### config.mk
export PLATFORM = sky130hd
export DESIGN_NAME = expr_emitter_flat
export DESIGN_NICKNAME = d
export VERILOG_FILES = /design/src/rtl/expr_pkg.sv /design/src/rtl/expr_emitter_if.sv /design/src/rtl/expr_char_enc.sv /design/src/rtl/expr_emitter.sv /design/src/flat_wrapper.sv
export SDC_FILE = /design/constraint.sdc
export NUM_CORES = 1
export LEC_CHECK = 0
export ABC_CLOCK_PERIOD_IN_PS = 3300
export CAP_MARGIN = 10
export CORE_ASPECT_RATIO = 1.4
export CORE_MARGIN = 2
export CORE_UTILIZATION = 36
export DETAILED_ROUTE_END_ITERATION = 8
export MAX_ROUTING_LAYER = met4
export PLACE_DENSITY = 0.6
export SLEW_MARGIN = 15
export SYNTH_ARGS = -nofsm -noshare
export SYNTH_HDL_FRONTEND = slang
export SYNTH_SLANG_ARGS = --single-unit
### constraint.sdc
create_clock -name clk -period 3.3 [get_ports clk]
set_clock_uncertainty 0.15 [all_clocks]
set_input_delay 0.825 -clock clk [delete_from_list [all_inputs] [get_ports clk]]
set_output_delay 0.825 -clock clk [all_outputs]
set_load 0.01 [all_outputs]
### src/rtl/expr_pkg.sv
// Shared constants for the expression emitter and its recognizer bench:
// ASCII codes, one-hot FSM state encoding and the operator bit encoding.
package expr_pkg;

  localparam logic [7:0] ASC_ZERO = 8'd48;
  localparam logic [7:0] ASC_PLUS = 8'd43;
  localparam logic [7:0] ASC_STAR = 8'd42;

  typedef enum logic [2:0] {
    S_IDLE = 3'b001,
    S_DIG  = 3'b010,
    S_OP   = 3'b100
  } state_t;

  localparam logic OP_ADD = 1'b0;
  localparam logic OP_MUL = 1'b1;

endpackage

### src/rtl/expr_emitter_if.sv
// Character stream handshake between the emitter (master) and a consumer
// (slave).
//   out_char  : ASCII byte, 0 when out_valid is low
//   out_valid : beat present
//   out_ready : consumer accepts the beat
//   out_last  : beat is the final operand of the expression
interface expr_emitter_if;
  logic [7:0] out_char;
  logic       out_valid;
  logic       out_ready;
  logic       out_last;

  modport master (output out_char, output out_valid, output out_last, input out_ready);
  modport slave  (input out_char, input out_valid, input out_last, output out_ready);
endinterface

### src/rtl/expr_char_enc.sv
// Combinational ASCII encoder for the emitter.
//   state : current FSM state
//   nib   : current operand (BCD, already validated)
//   op    : current operator bit (0 = '+', 1 = '*')
//   ch    : ASCII byte; 0 outside DIG/OP so the idle bus stays quiet
module expr_char_enc
  import expr_pkg::*;
(
  input  state_t     state,
  input  logic [3:0] nib,
  input  logic       op,
  output logic [7:0] ch
);

  always_comb begin
    ch = 8'd0;
    case (state)
      S_DIG:   ch = ASC_ZERO + {4'd0, nib};
      S_OP:    ch = (op == OP_MUL) ? ASC_STAR : ASC_PLUS;
      default: ch = 8'd0;
    endcase
  end

endmodule

### src/rtl/expr_emitter.sv
// Serializes a loaded expression (single-digit operands alternating with
// '+'/'*') into one ASCII character per accepted beat.
//   clk, clr : clock, synchronous active-high reset
//   start    : load request, sampled only in IDLE
//   digits   : BCD operands, operand i at [4i+3:4i], operand 0 first
//   ops      : operator i between operand i and i+1 (0 '+', 1 '*')
//   n_terms  : operand count
//   out_if   : character stream (master side)
//   busy     : not in IDLE
//   done     : one-cycle pulse after the final beat is accepted
//   err      : one-cycle pulse when a start is rejected
module expr_emitter
  import expr_pkg::*;
#(
  parameter int MAX_TERMS = 8,
  parameter int CW        = 4
) (
  input  logic                   clk,
  input  logic                   clr,
  input  logic                   start,
  input  logic [4*MAX_TERMS-1:0] digits,
  input  logic [MAX_TERMS-2:0]   ops,
  input  logic [CW-1:0]          n_terms,
  expr_emitter_if.master         out_if,
  output logic                   busy,
  output logic                   done,
  output logic                   err
);

  state_t                 state_q, state_d;
  logic [CW-1:0]          idx_q, idx_d;
  logic [CW-1:0]          nt_q, nt_d;
  logic [4*MAX_TERMS-1:0] dig_q, dig_d;
  logic [MAX_TERMS-2:0]   ops_q, ops_d;
  logic                   done_q, done_d;
  logic                   err_q, err_d;

  logic       bad_load;
  logic [3:0] nib;
  logic       op_bit;
  logic       last;
  logic       hs;

  // Only operands that will actually be emitted must be valid BCD.
  always_comb begin
    bad_load = (n_terms == '0) || (n_terms > CW'(MAX_TERMS));
    for (int i = 0; i < MAX_TERMS; i++)
      if (CW'(i) < n_terms && digits[4*i +: 4] > 4'd9) bad_load = 1'b1;
  end

  // Operand/operator selected by idx; both decoded from registered state.
  always_comb begin
    nib    = 4'd0;
    op_bit = 1'b0;
    for (int i = 0; i < MAX_TERMS; i++)
      if (idx_q == CW'(i)) nib = dig_q[4*i +: 4];
    for (int i = 0; i < MAX_TERMS-1; i++)
      if (idx_q == CW'(i)) op_bit = ops_q[i];
  end

  assign last = (state_q == S_DIG) && (idx_q == nt_q - CW'(1));
  assign hs   = out_if.out_valid && out_if.out_ready;

  always_comb begin
    state_d = state_q;
    idx_d   = idx_q;
    nt_d    = nt_q;
    dig_d   = dig_q;
    ops_d   = ops_q;
    done_d  = 1'b0;
    err_d   = 1'b0;
    case (state_q)
      S_IDLE: if (start) begin
        if (bad_load) err_d = 1'b1;
        else begin
          dig_d   = digits;
          ops_d   = ops;
          nt_d    = n_terms;
          idx_d   = '0;
          state_d = S_DIG;
        end
      end
      S_DIG: if (hs) begin
        if (last) begin
          state_d = S_IDLE;
          done_d  = 1'b1;
        end else state_d = S_OP;
      end
      S_OP: if (hs) begin
        idx_d   = idx_q + CW'(1);
        state_d = S_DIG;
      end
      default: state_d = S_IDLE;
    endcase
  end

  always_ff @(posedge clk) begin
    if (clr) begin
      state_q <= S_IDLE;
      idx_q   <= '0;
      nt_q    <= '0;
      dig_q   <= '0;
      ops_q   <= '0;
      done_q  <= 1'b0;
      err_q   <= 1'b0;
    end else begin
      state_q <= state_d;
      idx_q   <= idx_d;
      nt_q    <= nt_d;
      dig_q   <= dig_d;
      ops_q   <= ops_d;
      done_q  <= done_d;
      err_q   <= err_d;
    end
  end

  expr_char_enc u_enc (
    .state (state_q),
    .nib   (nib),
    .op    (op_bit),
    .ch    (out_if.out_char)
  );

  assign out_if.out_valid = (state_q == S_DIG) || (state_q == S_OP);
  assign out_if.out_last  = last;
  assign busy             = (state_q != S_IDLE);
  assign done             = done_q;
  assign err              = err_q;

endmodule

### src/flat_wrapper.sv
// flat-port wrapper written by rule: the top's interface ports become plain ports
module expr_emitter_flat import expr_pkg::*;
#(
  parameter int MAX_TERMS = 8,
  parameter int CW        = 4
)
  (clk, clr, start, digits, ops, n_terms, busy, done, err, out_if_out_char, out_if_out_valid, out_if_out_last, out_if_out_ready);
  expr_emitter_if out_if_i ();
  input  logic clk;
  input  logic clr;
  input  logic start;
  input  logic [4*MAX_TERMS-1:0] digits;
  input  logic [MAX_TERMS-2:0] ops;
  input  logic [CW-1:0] n_terms;
  output logic busy;
  output logic done;
  output logic err;
  output wire logic [$bits(out_if_i.out_char)-1:0] out_if_out_char;
  output wire logic [$bits(out_if_i.out_valid)-1:0] out_if_out_valid;
  output wire logic [$bits(out_if_i.out_last)-1:0] out_if_out_last;
  input wire logic [$bits(out_if_i.out_ready)-1:0] out_if_out_ready;
  assign out_if_out_char = out_if_i.out_char;
  assign out_if_out_valid = out_if_i.out_valid;
  assign out_if_out_last = out_if_i.out_last;
  assign out_if_i.out_ready = out_if_out_ready;
  expr_emitter #(.MAX_TERMS(MAX_TERMS), .CW(CW)) u_core (.clk(clk), .clr(clr), .start(start), .digits(digits), .ops(ops), .n_terms(n_terms), .out_if(out_if_i), .busy(busy), .done(done), .err(err));
endmodule
## Word level (Yosys, flattened, before mapping)

Cells that the tools add are included.

- Reductions and logical operators: 20
- Equality and inequality tests: 16
- Mux-type cells: 37
- Order comparisons: 17
- Divide/modulo/power cells: 0
- $mul: 0
- Shifts and indexed selects: 0
- Bitwise operators: 5
- Add/subtract/negate cells: 3

Operators with widths:

| kind | number |
|---|---|
| 2-to-1 mux 4 bit | 11 |
| > comparator 4 bit (second input constant) | 9 |
| 2-to-1 mux 1 bit | 18 |
| equality test 4 x 3 -> 1 bit (second input constant) | 4 |
| < comparator 3 x 4 -> 1 bit (first input constant) | 4 |
| case mux 8 bit (2 select lines) | 1 |
| 2-to-1 mux 3 bit | 5 |
| logical AND 1 bit | 10 |
| case mux 3 bit (3 select lines) | 1 |
| equality test 4 x 2 -> 1 bit (second input constant) | 2 |
| zero test 4 bit | 2 |
| < comparator 1 x 4 -> 1 bit (first input constant) | 2 |
| < comparator 2 x 4 -> 1 bit (first input constant) | 2 |
| case mux 4 bit (2 select lines) | 1 |
| AND reduction 4 bit | 2 |
| adder 6 x 4 -> 7 bit (first input constant) | 1 |
| OR reduction 3 bit | 2 |
| NOT 1 bit | 5 |
| adder 4 x 1 -> 4 bit (second input constant) | 1 |
| equality test 4 x 1 -> 1 bit (second input constant) | 1 |
| equality test 4 bit | 1 |
| != test 2 x 1 -> 1 bit (second input constant) | 2 |
| != test 2 bit (second input constant) | 2 |
| subtractor 4 x 1 -> 4 bit (second input constant) | 1 |
| other kinds (7) | 8 |

- Bits in registers: 52
- Word-level logic and storage cells: 105
- Memory bits (writable): 0
- Memories kept: 0
- Bits in latches: 0
- Memory bits (read-only): 0

## Logic depth before layout (Yosys ltp)

- Word-level depth: 13
- Depth in mapped cells: 9

## Cells and area by module

From an unflattened synthesis, not the netlist that was laid out.

- Cell total of the unflattened synthesis: 365
- Area, all modules: 2976.6 um2

By module, submodules not included:

| module | cells each | area an instance (um2) | instances |
|---|---|---|---|
| expr_emitter | 350 | 2882.8 | 1 |
| expr_char_enc | 15 | 93.8 | 1 |

## Worst setup path before layout

OpenSTA, ideal clock, no wires.

- Kind: register -> output
- Start: reg u_core.idx_q[0]
- End: out out_if_out_char[2]
- Arrival time: 1.827 ns
- Path buffers: 1
- Required time: 2.325 ns
- Setup slack: 0.498 ns
- Cell stages (with the launch flop): 9
- Cells stage by stage: dfxtp_1 inv_1 ha_1 clkbuf_1 and3b_1 a21oi_1 o21ai_0 mux4_2 and3_1

- Word-level cells in the longest chain between the ends: 11

RTL lines:

| what | RTL line | RTL |
|---|---|---|
| from (decl) | expr_emitter.sv:31 | `logic [CW-1:0] idx_q, idx_d;` |
| from (signal assigned) | expr_emitter.sv:108 | `idx_q <= idx_d;` |
| zero test 4 bit | expr_emitter.sv:56 | `if (idx_q == CW'(i)) nib = dig_q[4*i +: 4];` |
| 2-to-1 mux 4 bit (7 in a row) | expr_emitter.sv:56 |  |
| 2-to-1 mux 4 bit (*) | expr_emitter.sv:56 |  |
| adder 6 x 4 -> 7 bit (*) | expr_char_enc.sv:18 | `S_DIG: ch = ASC_ZERO + {4'd0, nib};` |
| case mux 8 bit (2 select lines) (*) | expr_char_enc.sv:17 | `case (state)` |
| to (decl) | flat_wrapper.sv:18 | `output wire logic [$bits(out_if_i.out_char)-1:0] out_if_out_char;` |

Mark *: on every way between the ends. The rest lies on a longest branch, timed or not.

## Final worst setup path

Ends and elaborated chain as after synthesis.

==> flow_metrics.env <==
export IMPL_status="completed"
export IMPL_syn_to_final_growth_pct=27.43
export IMPL_synth_edf_count=0
export IMPL_critPathLaunchType="flip-flop"
export IMPL_yosysSeqAreaShare_pct=36.57
export IMPL_ant_nets=0
export IMPL_num_io_pins=60
export IMPL_io_buffers=57
export IMPL_ys_ff_latch=52
export IMPL_cts_root_buf="clkbuf_8"
export IMPL_finalSetupViolCount=0
export IMPL_grt_pass1_wl_mm=11.33
export IMPL_synth_area_mm2=0.002846
export IMPL_ys_flop_type="dfxtp_1"
export IMPL_clockBufferDepth=2
export IMPL_drtPass1Iterations=5
export IMPL_tns_ns=0
export IMPL_ir_drop_mv=0.1638
export IMPL_via_per_inst=5.014
export IMPL_vias=2512
export IMPL_wirelength_mm=7.045
export IMPL_holdWs_ns=0.3140
export IMPL_final_util_pct=47.09
export IMPL_antenna_found_initial=0
export IMPL_layout_commonest_cell="nand2_1"
export IMPL_worstSetupPathType="flip-flop to output port"
export IMPL_hp_class="flip-flop to flip-flop"
export IMPL_ctsHoldBuffers=0
export IMPL_p_per_area_mw_per_mm2=340.7
export IMPL_grt_max_degree=90
export IMPL_rsz0062_at_grt="no"
export IMPL_synth_cell_types=46
export IMPL_required_ns=2.32
export IMPL_ff_latch_area_mm2=0.001046
export IMPL_dieArea_mm2=0.008644
export IMPL_worstPathMaxFanout=4
export IMPL_clk_pin_slew_ns=0.09
export IMPL_grt_usage_pct=17.27
export IMPL_leakage_nw=1.315
export IMPL_finalCriticalPeriod_ns=3.212
export IMPL_numClockSinks=52
export IMPL_drtIter0Drc=152
export IMPL_post_cts_buffers=0
export IMPL_drv_slew=0
export IMPL_multi_input_area_mm2=0.001619
export IMPL_gp_congestion=0.8307
export IMPL_fill_cells=813
export IMPL_antenna_cells=0
export IMPL_min_period_over_period_pct=97.33
export IMPL_place_hpwl_mm=5.252
export IMPL_end_kind="output port"
export IMPL_cts_tree="yes"
export IMPL_ys_warn_count=0
export IMPL_final_nets=452
export IMPL_async_reset_ff_share_pct=0
export IMPL_drive_gt1_share_pct=8.728
export IMPL_grt_pass1_vias=2353
export IMPL_drc=0
export IMPL_die_x_um=79.15
export IMPL_core_area_mm2=0.007702
export IMPL_fp_row_count=38
export IMPL_crit_arrival_ns=2.24
export IMPL_cap_violations=0
export IMPL_synth_cells=352
export IMPL_start_util_pct=36.96
export IMPL_clock_latency_ns=0.31
export IMPL_hold_viol=0
export IMPL_cts_max_level=2
export IMPL_post_drt_wl_per_cell_um=14.06
export IMPL_max_freq_mhz=311.3
export IMPL_grt_ovfl_total=0
export IMPL_layout_common_cells="nand2_1, clkdlybuf4s50_1, dfxtp_1"
export IMPL_cts_buffers_inserted=5
export IMPL_die_h_um=109.2
export IMPL_synth_avg_cell_area_um2=8.087
final cells by class:
cell class,count,area share [%]
clock buffers,6,2.001
multi-input cells,258,44.64
inverters,16,1.656
repair buffers,67,18.45
well taps,100,3.449
flip-flops and latches,52,28.84
clock inverters,2,0.9658
final timing paths:
check | to | startpoint | depth (start not counted) | slack [ns]
worst max-delay path | out_if_out_char[2] | u_core.idx_q[0] | 8 | 0.09
worst min-delay path | u_core.dig_q[22] | u_core.dig_q[22] | 2 | 0.31
worst max register to register | u_core.dig_q[12] | u_core.state_q[0] | 6 | 1.18
worst min register to register | u_core.dig_q[22] | u_core.dig_q[22] | 2 | 0.31
report_power, final:
group	total [mW]	leakage (nW)	internal [mW]	switching, mW
sequential	0.644	0.421	0.637	0.00721
clock	0.439	0.0552	0.225	0.213
combinational	0.153	0.839	0.0829	0.0698
total	1.24	1.32	0.945	0.290
per-stage QoR:
step | std cells | setup slack, ns | power [mW] | cell area, um2
finish | 501 | 0.08807 | 1.236 | 3627
detailed placement | 493 | 0.08344 | 0.8131 | 3476
global route | 501 | 0.01944 | 1.286 | 3627
CTS | 501 | 0.01571 | 1.246 | 3582
floorplan | 353 | 0.4980 | 0.7332 | 2850
global placement | 493 | 0.1619 | 0.8118 | 3476
what timing repair did:
item                                   4_1_cts  5_1_grt
endpoints found under the hold margin        0        0
setup endpoints to repair                    4        2
pin swaps                                    1        2
gates resized for setup                      6       12
cloned                                       0        0
state kept, by name, summed over array words and instances (netlist names):
| name | flops |
|---|---|
| u_core.dig_q | 32 |
| u_core.done | 1 |
| u_core.idx_q | 4 |
| u_core.nt_q | 4 |
| u_core.err | 1 |
| u_core.state_q | 3 |
| u_core.ops_q | 7 |
logic make-up (layout without fill, tap and decap cells):
family                   count (synthesis)  in the layout  synth area share, %
AND/OR/NAND/NOR                        139            139                21.10
other                                    1              2               0.1317
flip-flops                              52             52                36.57
XOR/XNOR                                 9              9                2.769
adder cells (fa/ha/maj)                  5              5                2.198
AO/OA/AOI/OAI                           58             58                12.79
buffers and inverters                   43             91                8.131
multiplexers                            45             45                16.31
critical path, stage by stage (launching register included):
cell           delay, ns
dfxtp_4             0.39
inv_2               0.06
ha_2                0.18
and3b_1             0.17
a21oi_2             0.09
o21ai_0             0.09
mux4_2              0.45
and3_1              0.20
dlygate4sd2_1       0.28
routing by layer:
metal	vias up	GRT usage, %	part of all wire [%]
met5	-	-	0
met4	0	7.512	2.6
met3	16	2.152	3.4
met2	60	29.78	51
met1	1158	20.08	43
li1	1278	-	-
synth_stat cells (all sizes together), types with 2 or more instances:
cell type | count | area [um2]
nor3 | 6 | 30.03
inv | 16 | 60.05
nand3 | 2 | 10.01
a21oi | 20 | 100.1
a31o | 3 | 26.28
buf | 9 | 103.9
clkbuf | 18 | 67.56
nor2 | 9 | 33.78
dfxtp | 52 | 1041
nor4 | 2 | 12.51
o211ai | 2 | 15.01
a31oi | 3 | 18.77
nand3b | 5 | 37.54
o31ai | 3 | 22.52
xnor2 | 6 | 52.55
a221oi | 2 | 17.52
ha | 5 | 62.56
o21ai | 15 | 75.07
o21a | 2 | 15.01
xor2 | 3 | 26.28
nand2 | 101 | 379.1
nor2b | 5 | 31.28
mux2i | 43 | 430.4
Power figures use the tool's default switching activity.
